==> src/rtl/jtkicker_obj_pkg.sv <==
// Shared definitions for the Kicker/Track object scanner family.
//   - obj_state_e : scanner FSM state encoding
//   - ATTR_*      : bit positions inside the object attribute byte
//   - objh_bits() : number of ysub bits needed for a given sprite height
package jtkicker_obj_pkg;

    typedef enum logic [2:0] {
        ST_IDLE   = 3'd0,
        ST_SCROLL = 3'd1,
        ST_ATTR   = 3'd2,
        ST_POS    = 3'd3,
        ST_CHECK  = 3'd4,
        ST_ISSUE  = 3'd5,
        ST_NEXT   = 3'd6
    } obj_state_e;

    localparam int ATTR_PAL    = 0;
    localparam int ATTR_PALW   = 4;
    localparam int ATTR_CODEHI = 4;
    localparam int ATTR_HFLIP  = 6;
    localparam int ATTR_VFLIP  = 7;

    // Sprite heights are 8, 16 or 32 lines.
    function automatic int objh_bits(input int objh);
        if (objh <= 32'sd8) begin
            return 3;
        end else if (objh <= 32'sd16) begin
            return 4;
        end else begin
            return 5;
        end
    endfunction

endpackage

==> src/rtl/jtkicker_objzone.sv <==
// Vertical zone test for one object against the current line.
//   vdf    in  8        : line number, already flip-adjusted
//   ypos   in  8        : raw object Y byte from the table
//   inzone out 1        : object covers this line
//   ysub   out log2(OBJH): line within the sprite
// Purely combinational; the caller registers the results.
module jtkicker_objzone
    import jtkicker_obj_pkg::*;
#(
    parameter int          OBJH = 16,
    parameter logic [7:0]  YADJ = 8'd0
) (
    input  logic [7:0]                   vdf,
    input  logic [7:0]                   ypos,
    output logic                         inzone,
    output logic [objh_bits(OBJH)-1:0]   ysub
);
    localparam int YW = objh_bits(OBJH);

    logic [7:0] dr_y_s;
    logic [7:0] ydiff_s;

    // Object top line and distance from it, both wrapping in 8 bits.
    always_comb begin
        dr_y_s  = ~ypos + YADJ;
        ydiff_s = vdf - dr_y_s;
        inzone  = ({1'b0, ydiff_s} < 9'(OBJH));
        ysub    = ydiff_s[YW-1:0];
    end

endmodule

==> src/rtl/jtkicker_objscan.sv <==
// Per-line object table scanner for the Kicker/Track sprite hardware.
// On hinit it optionally fetches a row-scroll word, then walks objects from
// MAXOBJ-1 down to 0 and issues one draw request per object covering the
// current line. Optional per-line sprite limit raises ovf and ends the scan.
// Row scroll fetch is built only when JTKICKER_OBJ_ROWSCR_EN is defined;
// otherwise hpos stays 0 and the scan starts straight at the first object.
// Ports:
//   clk, rst (sync, active-high), cen2 (scan enable), hinit (line start),
//   vdump[8:0], flip          : line timing inputs
//   scan_addr[AW-1:0] out, lo_data/hi_data in : object table RAM port
//   hpos[8:0] out             : row scroll value
//   draw out, busy in         : drawer handshake
//   code, xpos, pal, hflip, vflip, ysub out : drawer parameters
//   ovf out                   : sprite limit reached on this line
module jtkicker_objscan
    import jtkicker_obj_pkg::*;
#(
    parameter int              MAXOBJ   = 24,
    parameter int              AW       = 7,
    parameter int              OBJH     = 16,
    parameter int              CODEW    = 9,
    parameter logic [7:0]      YADJ     = 8'd0,
    parameter int              MAXLINE  = 0,
    parameter logic [AW-1:0]   SCR_BASE = 7'h40
) (
    input  logic                        clk,
    input  logic                        rst,
    input  logic                        cen2,
    input  logic                        hinit,
    input  logic [8:0]                  vdump,
    input  logic                        flip,
    output logic [AW-1:0]               scan_addr,
    input  logic [7:0]                  lo_data,
    input  logic [7:0]                  hi_data,
    output logic [8:0]                  hpos,
    output logic                        draw,
    input  logic                        busy,
    output logic [CODEW-1:0]            code,
    output logic [7:0]                  xpos,
    output logic [3:0]                  pal,
    output logic                        hflip,
    output logic                        vflip,
    output logic [objh_bits(OBJH)-1:0]  ysub,
    output logic                        ovf
);
    localparam int              YW         = objh_bits(OBJH);
    localparam logic [AW-1:0]   FIRST_ADDR = AW'((MAXOBJ - 32'sd1) * 32'sd2);
    localparam logic [AW-1:0]   ADDR_STEP  = AW'(32'd2);

    obj_state_e     st_r, st_s;
    logic           pend_r, pend_s;
    logic [AW-1:0]  addr_r, addr_s;
    logic [7:0]     attr_r, attr_s;
    logic [7:0]     code_lo_r, code_lo_s;
    logic [7:0]     ypos_r, ypos_s;
    logic [7:0]     xpos_r, xpos_s;
    logic [8:0]     hpos_r, hpos_s;
    logic           draw_r, draw_s;
    logic           ovf_r, ovf_s;
    logic           zone_r, zone_s;
    logic           last_r, last_s;
    logic [YW-1:0]  ysub_r, ysub_s;
    logic [6:0]     cnt_r, cnt_s;

    logic [7:0]     vdf_s;
    logic           zone_c;
    logic [YW-1:0]  ysub_c;
    logic           abort_s;
    logic           count_s;
    logic           unused_s;

    assign vdf_s   = vdump[7:0] ^ {8{flip}};
    // A new line request while scanning cancels the current scan.
    assign abort_s = cen2 && pend_r && (st_r != ST_IDLE);
    assign count_s = zone_r && !ovf_r && (MAXLINE > 32'sd0);
    assign unused_s = ^{vdump[8], attr_r[5], SCR_BASE};

    jtkicker_objzone #(
        .OBJH (OBJH),
        .YADJ (YADJ)
    ) u_zone (
        .vdf    (vdf_s),
        .ypos   (ypos_r),
        .inzone (zone_c),
        .ysub   (ysub_c)
    );

    // FSM state register.
    always_ff @(posedge clk) begin
        if (rst) begin
            st_r <= ST_IDLE;
        end else begin
            st_r <= st_s;
        end
    end

    // FSM next-state logic, advancing only on cen2.
    always_comb begin
        st_s = st_r;
        if (!cen2) begin
            st_s = st_r;
        end else if (abort_s) begin
            st_s = ST_IDLE;
        end else begin
            case (st_r)
                ST_IDLE: begin
                    if (pend_r) begin
`ifdef JTKICKER_OBJ_ROWSCR_EN
                        st_s = ST_SCROLL;
`else
                        st_s = ST_ATTR;
`endif
                    end else begin
                        st_s = ST_IDLE;
                    end
                end
                ST_SCROLL: st_s = ST_ATTR;
                ST_ATTR:   st_s = busy ? ST_ATTR : ST_POS;
                ST_POS:    st_s = ST_CHECK;
                ST_CHECK:  st_s = ST_ISSUE;
                ST_ISSUE:  st_s = ST_NEXT;
                ST_NEXT:   st_s = (last_r || ovf_r) ? ST_IDLE : ST_ATTR;
                default:   st_s = ST_IDLE;
            endcase
        end
    end

    // Next values of the datapath and output registers.
    always_comb begin
        pend_s    = pend_r;
        addr_s    = addr_r;
        attr_s    = attr_r;
        code_lo_s = code_lo_r;
        ypos_s    = ypos_r;
        xpos_s    = xpos_r;
        hpos_s    = hpos_r;
        draw_s    = draw_r;
        ovf_s     = ovf_r;
        zone_s    = zone_r;
        last_s    = last_r;
        ysub_s    = ysub_r;
        cnt_s     = cnt_r;

        // hinit wins over consumption so a pulse on the consuming tick is kept.
        if (hinit) begin
            pend_s = 1'b1;
        end else if (cen2 && (st_r == ST_IDLE)) begin
            pend_s = 1'b0;
        end else begin
            pend_s = pend_r;
        end

        if (!cen2) begin
            draw_s = draw_r;
        end else if (abort_s) begin
            draw_s = 1'b0;
        end else begin
            case (st_r)
                ST_IDLE: begin
                    if (pend_r) begin
`ifdef JTKICKER_OBJ_ROWSCR_EN
                        addr_s = SCR_BASE + AW'(vdf_s[7:3]);
`else
                        addr_s = FIRST_ADDR;
                        cnt_s  = 7'd0;
                        ovf_s  = 1'b0;
`endif
                    end else begin
                        addr_s = addr_r;
                    end
                end
                ST_SCROLL: begin
`ifdef JTKICKER_OBJ_ROWSCR_EN
                    hpos_s = {hi_data[7], lo_data};
`endif
                    addr_s = FIRST_ADDR;
                    cnt_s  = 7'd0;
                    ovf_s  = 1'b0;
                end
                ST_ATTR: begin
                    if (!busy) begin
                        attr_s    = lo_data;
                        code_lo_s = hi_data;
                        addr_s    = {addr_r[AW-1:1], 1'b1};
                    end else begin
                        attr_s = attr_r;
                    end
                end
                ST_POS: begin
                    ypos_s = lo_data;
                    xpos_s = hi_data;
                end
                ST_CHECK: begin
                    zone_s = zone_c;
                    ysub_s = ysub_c;
                end
                ST_ISSUE: begin
                    draw_s = zone_r && !ovf_r;
                    addr_s = {addr_r[AW-1:1], 1'b0} - ADDR_STEP;
                    last_s = (addr_r[AW-1:1] == {(AW-1){1'b0}});
                    if (count_s) begin
                        cnt_s = cnt_r + 7'd1;
                        if ((cnt_r + 7'd1) == 7'(MAXLINE)) begin
                            ovf_s = 1'b1;
                        end else begin
                            ovf_s = ovf_r;
                        end
                    end else begin
                        cnt_s = cnt_r;
                    end
                end
                ST_NEXT: draw_s = 1'b0;
                default: draw_s = 1'b0;
            endcase
        end
    end

    // Datapath and output registers.
    always_ff @(posedge clk) begin
        if (rst) begin
            pend_r    <= 1'b0;
            addr_r    <= {AW{1'b0}};
            attr_r    <= 8'd0;
            code_lo_r <= 8'd0;
            ypos_r    <= 8'd0;
            xpos_r    <= 8'd0;
            hpos_r    <= 9'd0;
            draw_r    <= 1'b0;
            ovf_r     <= 1'b0;
            zone_r    <= 1'b0;
            last_r    <= 1'b0;
            ysub_r    <= {YW{1'b0}};
            cnt_r     <= 7'd0;
        end else begin
            pend_r    <= pend_s;
            addr_r    <= addr_s;
            attr_r    <= attr_s;
            code_lo_r <= code_lo_s;
            ypos_r    <= ypos_s;
            xpos_r    <= xpos_s;
            hpos_r    <= hpos_s;
            draw_r    <= draw_s;
            ovf_r     <= ovf_s;
            zone_r    <= zone_s;
            last_r    <= last_s;
            ysub_r    <= ysub_s;
            cnt_r     <= cnt_s;
        end
    end

    generate
        if (CODEW > 8) begin : g_codehi
            assign code = {attr_r[ATTR_CODEHI +: CODEW-8], code_lo_r};
        end else begin : g_code8
            assign code = code_lo_r;
        end
    endgenerate

    assign scan_addr = addr_r;
    assign hpos      = hpos_r;
    assign draw      = draw_r;
    assign xpos      = xpos_r;
    assign pal       = attr_r[ATTR_PAL +: ATTR_PALW];
    assign hflip     = attr_r[ATTR_HFLIP];
    assign vflip     = attr_r[ATTR_VFLIP];
    assign ysub      = ysub_r;
    assign ovf       = ovf_r;

endmodule

==> config.mk <==
export PLATFORM = sky130hd
export DESIGN_NAME = jtkicker_objscan
export DESIGN_NICKNAME = d
export VERILOG_FILES = /design/src/rtl/jtkicker_obj_pkg.sv /design/src/rtl/jtkicker_objzone.sv /design/src/rtl/jtkicker_objscan.sv
export SDC_FILE = /design/constraint.sdc
export NUM_CORES = 1
export LEC_CHECK = 0
export CORE_ASPECT_RATIO = 1.25
export CORE_MARGIN = 2
export CORE_UTILIZATION = 40
export DETAILED_ROUTE_END_ITERATION = 8
export PLACE_DENSITY = 0.7
export SYNTH_ARGS = -nofsm -noshare
export SYNTH_HDL_FRONTEND = slang
export SYNTH_SLANG_ARGS = --single-unit
==> constraint.sdc <==
create_clock -name clk -period 2.78 [get_ports clk]
set_input_delay 0.556 -clock clk [delete_from_list [all_inputs] [get_ports clk]]
set_output_delay 0.556 -clock clk [all_outputs]
set_load 0.01 [all_outputs]
==> impl_metrics.py <==
metrics = {
    "outcome": {
        "status": "finished clean",
    },
    "sta": {
        "maxSlewViolCount": 0,
        "relSlewSlack_pct": 56.4,
        "period_needed_ns": 2.42,
        "fin_skew_ns": 0.00741,
        "setup_ws_ns": 0.360,
        "tns_ns": 0,
        "timing.final.crit_share_pct": 87.0,
        "grt_setup_unrepaired": "no",
        "setup-violations-final": 0,
        "max_freq_ghz": 0.413,
        "worst_pin_slew_ns": 0.653,
        "hold_violations": 0,
        "holdWs_ns": 0.458,
    },
    "layout": {
        "final-instance-count-excl-fill": 454,
        "multi_input_area_mm2": 0.00134,
        "syn2layout_area_growth_pct": 31.4,
        "layout-drive-gt1-share_pct": 6.50,
        "regArea_um2": 981,
        "fillerInstances": 591,
        "postLayoutCoreUtil_pct": 53.3,
        "layout.nets": 412,
        "diodes": 0,
    },
    "synth": {
        "syn_area_mm2": 0.00247,
        "synth_edf_count": 0,
        "yosysSeqAreaShare_pct": 39.8,
        "avgSynthCellArea_um2": 8.01,
        "synth.area.top_cells": "dfxtp_1 40%, nand2_1 12%, a21oi_1 9.5%",
        "yosysTopAreaCell": "dfxtp_1",
        "synthDistinctLibCells": 43,
        "async_flop_share_pct": 0,
        "synth_seq_cells": 49,
        "yosysWarningCount": 0,
        "synthCells": 308,
        "synth_flop_cell": "dfxtp_1",
        "yosys.area.top_type_share_pct": 39.8,
    },
    "critical_path": {
        "r2r_end": "zone_r$_SDFFE_PP0P_",
        "cp_max_fo": 3,
        "critPathLaunchType": "input pin",
        "worstPathArrival_ns": 2.64,
        "r2r_start": "ypos_r[0]$_SDFFE_PP0P_",
        "r2r_slack_ns": 0.91,
        "crit_required_ns": 3.00,
        "end_kind": "flop",
        "startpoint": "flip",
        "path_class": "input pin to flop",
        "reg2reg_depth": 7,
    },
    "clocking": {
        "cts_buffer_depth": 2,
        "clk-insertion-delay-late_ns": 0.30,
        "clk_pin_slew_ns": 0.08,
        "holdBufCountCts": 0,
        "htreeDepth": 2,
        "ctsResizeCount": 0,
        "cts_buffers": 5,
        "cts_tree": "done",
        "clkSinkCount": 49,
        "post_cts.repair.setup_buffers": 0,
        "root_buffer": "clkbuf_8",
    },
    "route": {
        "routed_wl_um": 5640,
        "wl_per_cell_um": 12.4,
        "vias": 2229,
        "drc_errors": 0,
        "vias_per_cell": 4.91,
        "antenna_left": 0,
        "firstDrtPassIters": 4,
        "drt_iter0_drc": 142,
    },
    "global_routing": {
        "grt_pass1_wl_um": 9470,
        "grt_max_degree": 29,
        "antenna_found_initial": 0,
        "grt_pass1_vias": 2142,
        "grtUsageTotal_pct": 17.3,
        "globalRouteOverflowTotal": 0,
    },
    "die": {
        "core-area_mm2": 0.00609,
        "die_height_um": 91.8,
        "floorplan.initialDensity_pct": 40.5,
        "dieArea_mm2": 0.00682,
        "die_x_um": 74.2,
        "io_pins": 76,
        "std_cell_rows": 32,
    },
    "power_and_ir_drop": {
        "cellPowerDensity_mw_per_mm2": 435,
        "seqPwrFrac_pct": 52.3,
        "p_sw_uw": 370,
        "ir_worst_vdd_v": 0.000350,
        "internal_power_uw": 1040,
        "pwr-share-clk_pct": 30.3,
        "p_comb_share_pct": 17.5,
        "switching_share_pct": 26.3,
        "p_leak_uw": 0.00114,
    },
    "placed_design": {
        "portBuffers": 64,
        "gp_congestion": 0.791,
        "place_inst": 447,
        "place_ws_ns": 0.0189,
        "dpl.hpwl_um": 4110,
    },
    "hold_path": {
        "hp-start": "ysub[2]$_SDFFE_PP0P_",
        "hold_depth": 2,
        "hold_path_class": "flop to flop",
        "whs_endpoint": "ysub[2]$_SDFFE_PP0P_",
    },
    "job": {
        "maxCapViolCount": 0,
    },
}
[state kept, by name (all words and copies together) (netlist names)]
signal     flops
st_r           3
last_r         1
code_lo_r      8
scan_addr      7
pend_r         1
ypos_r         8
xpos           8
ysub           4
draw           1
zone_r         1
attr_r         7
[area by class of cell]
| type | instances | area share (%) |
|---|---|---|
| clock buffers | 6 | 2.55 |
| clock inverters | 1 | 0.232 |
| inverters | 7 | 0.810 |
| multi-input cells | 234 | 41.4 |
| flip-flops and latches | 49 | 30.3 |
| well taps | 85 | 3.28 |
| repair buffers | 72 | 21.5 |
[power by group through the flow]
stage	logic [uW]	clock network (uW)	registers (uW)
final	246	427	737
after global routing	272	468	741
after CTS	248	445	737
after detailed placement	245	0	754
after global placement	241	0	753
after floorplan	159	0	752
[routing by layer]
metal	routed length [um]	track usage, %
met1	2490	21.5
met2	2760	28.9
met3	319	4.73
met4	73	5.21
met5	0	0
[stage by stage]
step           power (uW)  area [um2]
2_1_floorplan         910        2500
3_3_place_gp          994        3150
3_5_place_dp          999        3150
4_1_cts              1430        3240
5_1_grt              1480        3240
6_report             1410        3240
[critical path: stages]
cell             delay (ns)
clkdlybuf4s50_1        0.54
xor2_1                 0.22
inv_1                  0.08
fa_1                   0.43
o21ai_0                0.25
mux2i_1                0.20
o311ai_0               0.17
o31ai_2                0.19
[placed cells by master, fill, tap and decap left out, types with 2 or more instances in the layout]
| master | Yosys | final |
|---|---|---|
| nand2_1 | 79 | 79 |
| clkdlybuf4s50_1 | 0 | 63 |
| dfxtp_1 | 49 | 49 |
| a21oi_1 | 47 | 47 |
| nor2_1 | 15 | 15 |
| ha_1 | 11 | 11 |
| conb_1 | 1 | 10 |
| buf_4 | 10 | 8 |
| inv_1 | 7 | 7 |
| xor2_1 | 7 | 7 |
| xnor2_1 | 7 | 7 |
| nor3_1 | 6 | 6 |
| o21ai_0 | 6 | 6 |
| clkbuf_8 | 0 | 6 |
| a211oi_1 | 5 | 5 |
| nand3b_1 | 4 | 4 |
| mux2i_1 | 4 | 4 |
| nor3b_1 | 3 | 3 |
| nor2b_1 | 2 | 2 |
| o21bai_1 | 2 | 2 |
| nand2b_1 | 2 | 2 |
| nor3_2 | 2 | 2 |
| nand4_1 | 2 | 2 |
| nor4_1 | 2 | 2 |
[worst max path at each step]
stage                               end  slack [ns]  depth (start not counted)
global placement    zone_r$_SDFFE_PP0P_        0.08                          8
floorplan           zone_r$_SDFFE_PP0P_        0.54                          8
finish              zone_r$_SDFFE_PP0P_        0.36                          8
detailed placement  zone_r$_SDFFE_PP0P_        0.02                          8
global route        zone_r$_SDFFE_PP0P_        0.15                          8
CTS                 zone_r$_SDFFE_PP0P_        0.33                          8
[cell families after synthesis]
kind of cell               after synthesis  synth area share (%)
and+or+nand+nor                        124                  23.4
DFF                                     49                  39.8
other                                    1                 0.152
adders and majority gates               12                  6.39
xor gates and xnor gates                14                  4.97
buffers and inverters                   34                  7.20
muxes                                    4                  1.62
AOI/OAI and AO/OA                       70                  16.5
[cells in the mapped netlist, types with 2 or more instances]
cell	instances
mux2i_1	4
inv_1	7
buf_4	10
nor4_1	2
nor3_2	2
dfxtp_1	49
clkbuf_1	12
nor2b_1	2
o21ai_0	6
nor3_1	6
nand4_1	2
xnor2_1	7
a21oi_1	47
xor2_1	7
nor2_1	15
nor3b_1	3
nand3b_1	4
buf_2	4
nand2b_1	2
a211oi_1	5
o21bai_1	2
ha_1	11
nand2_1	79
Note: power is estimated with default switching activity, not from simulation.
==> RTL edit: new RTL, same flow settings <==
Change the package constant `ATTR_CODEHI` from 4 to 3.
--- a/src/rtl/jtkicker_obj_pkg.sv
+++ b/src/rtl/jtkicker_obj_pkg.sv
@@ -16,7 +16,7 @@
 
     localparam int ATTR_PAL    = 0;
     localparam int ATTR_PALW   = 4;
-    localparam int ATTR_CODEHI = 4;
+    localparam int ATTR_CODEHI = 3;
     localparam int ATTR_HFLIP  = 6;
     localparam int ATTR_VFLIP  = 7;
 
Function: changed (Yosys sat finds a counterexample within 4 cycles, from zero or initial values and one cycle with rst high).
==> RTL edit against the unedited design <==
Synthesized area is 0.81% lower; combinational power is 9.8% lower; final area down 0.54%; die area shrank 0.77%; via count decreased by 4.4%; sequential share of layout area fell by 0.46 points; power up 3.6%; routed wire length shrank 2.2%; sequential cell count is 1 lower; register-to-register slack worse by 0.02 ns; worst setup slack got worse by 0.059 ns.
==> RTL edit: results (changes against the unedited design) <==
status: "complete, no violations"  # unchanged
drive_gt1_share_pct: 6.30  # was 6.50%
gp_congestion: 0.769  # was 0.791
slew_headroom_pct: 63.2  # was 56.4%
synthXorXnorAreaFrac_pct: 4.29  # was 4.97%
synth.distinct_cells: 47  # was 43
antenna_found_initial: 0  # unchanged
root_buffer: "clkbuf_8"  # unchanged
postCtsSetupBuffers: 0  # unchanged
synthAdderAreaFrac_pct: 6.44  # was 6.39%
synth_warnings: 0  # unchanged
p_leak_nw: 1.28  # was 1.14 nW
synth_compound_area_share_pct: 15.2  # was 16.5%
nNetsFinal: 391  # was 412
io_buffers: 64  # unchanged
crit_arrival_ns: 2.70  # was 2.64 ns
syn-instance-count: 289  # was 308
holdWs_ns: 0.458  # about the same
path_max_fanout: 4  # was 3
grt_max_degree: 27  # was 29
n_fill_cell: 550  # was 591
dp_hpwl_um: 3960  # was 4110 µm
drt_iter0_drc: 72  # was 142
cpPeakStageDelay_ns: 0.58  # was 0.54 ns
antenna_cells: 0  # unchanged
finalWirelength_um: 5520  # was 5640 µm
grt_use_total_pct: 17.2  # was 17.3%
irDropWorstVdd_v: 0.000236  # was 0.000350 V
r2r_setup_slack_ns: 0.89  # was 0.91 ns
ys_seq_area_share_pct: 39.3  # was 39.8%
power_density_mw_per_mm2: 453  # was 435 mW/mm²
synth_common_cells: "dfxtp_1, a21oi_1, nor2_1"  # was nand2_1, dfxtp_1, a21oi_1
muxShareOfSynthArea_pct: 7.36  # was 1.62%
grt_pass1_wl_um: 9120  # was 9470 µm
skew_ns: 0.00363  # was 0.00741 ns
hold_class: "flop to flop"  # unchanged
viasPerCell: 4.94  # was 4.91
synth_area_leaders: "dfxtp_1, mux2i_1, a21oi_1, ha_1, nor2_1"  # was dfxtp_1, nand2_1, a21oi_1, ha_1, buf_4
grt_pass1_vias: 1974  # was 2142
dpl_cell_area_mm2: 0.00311  # was 0.00315 mm²
-- RTL edit: path summary, 6_finish.rpt --
path                     startpoint                   end  depth (start not counted)
min            xpos[0]$_SDFFE_PP0P_  xpos[0]$_SDFFE_PP0P_                          2
max                            flip   zone_r$_SDFFE_PP0P_                          8
min reg2reg    xpos[0]$_SDFFE_PP0P_  xpos[0]$_SDFFE_PP0P_                          2
max reg2reg  ypos_r[0]$_SDFFE_PP0P_   zone_r$_SDFFE_PP0P_                          7
-- RTL edit: layout make-up --
class,instances,share of cell area (%)
inverters,13,1.51
multi-input cells,209,40.6
clock inverters,3,1.44
well taps,82,3.18
clock buffers,5,2.13
repair buffers,71,21.3
flip-flops and latches,48,29.8
-- RTL edit: report_power, final --
group,switching (W),internal (W),total (W)
sequential,0.0000149,0.000700,0.000715
combinational,0.000112,0.000111,0.000222
clock,0.000252,0.000271,0.000524
total,0.000379,0.00108,0.00146
-- RTL edit: through the flow --
step | total power [W] | std cells | setup slack, ns
floorplan | 0.000871 | 298 | 0.562
global placement | 0.000950 | 423 | 0.0329
detailed placement | 0.000953 | 423 | -0.00633
CTS | 0.00148 | 431 | 0.294
global route | 0.00153 | 431 | 0.134
finish | 0.00146 | 431 | 0.302
-- RTL edit: layer usage --
| metal | track usage (%) | routed length, µm | share of wire [%] | up-vias |
|---|---|---|---|---|
| met1 | 21.2 | 2320 | 42 | 971 |
| met4 | 7.27 | 107 | 1.9 | 0 |
| met2 | 28.6 | 2830 | 51 | 62 |
| met5 | 0 | 0 | 0 | - |
| li1 | - | - | - | 1087 |
| met3 | 3.11 | 263 | 4.8 | 11 |
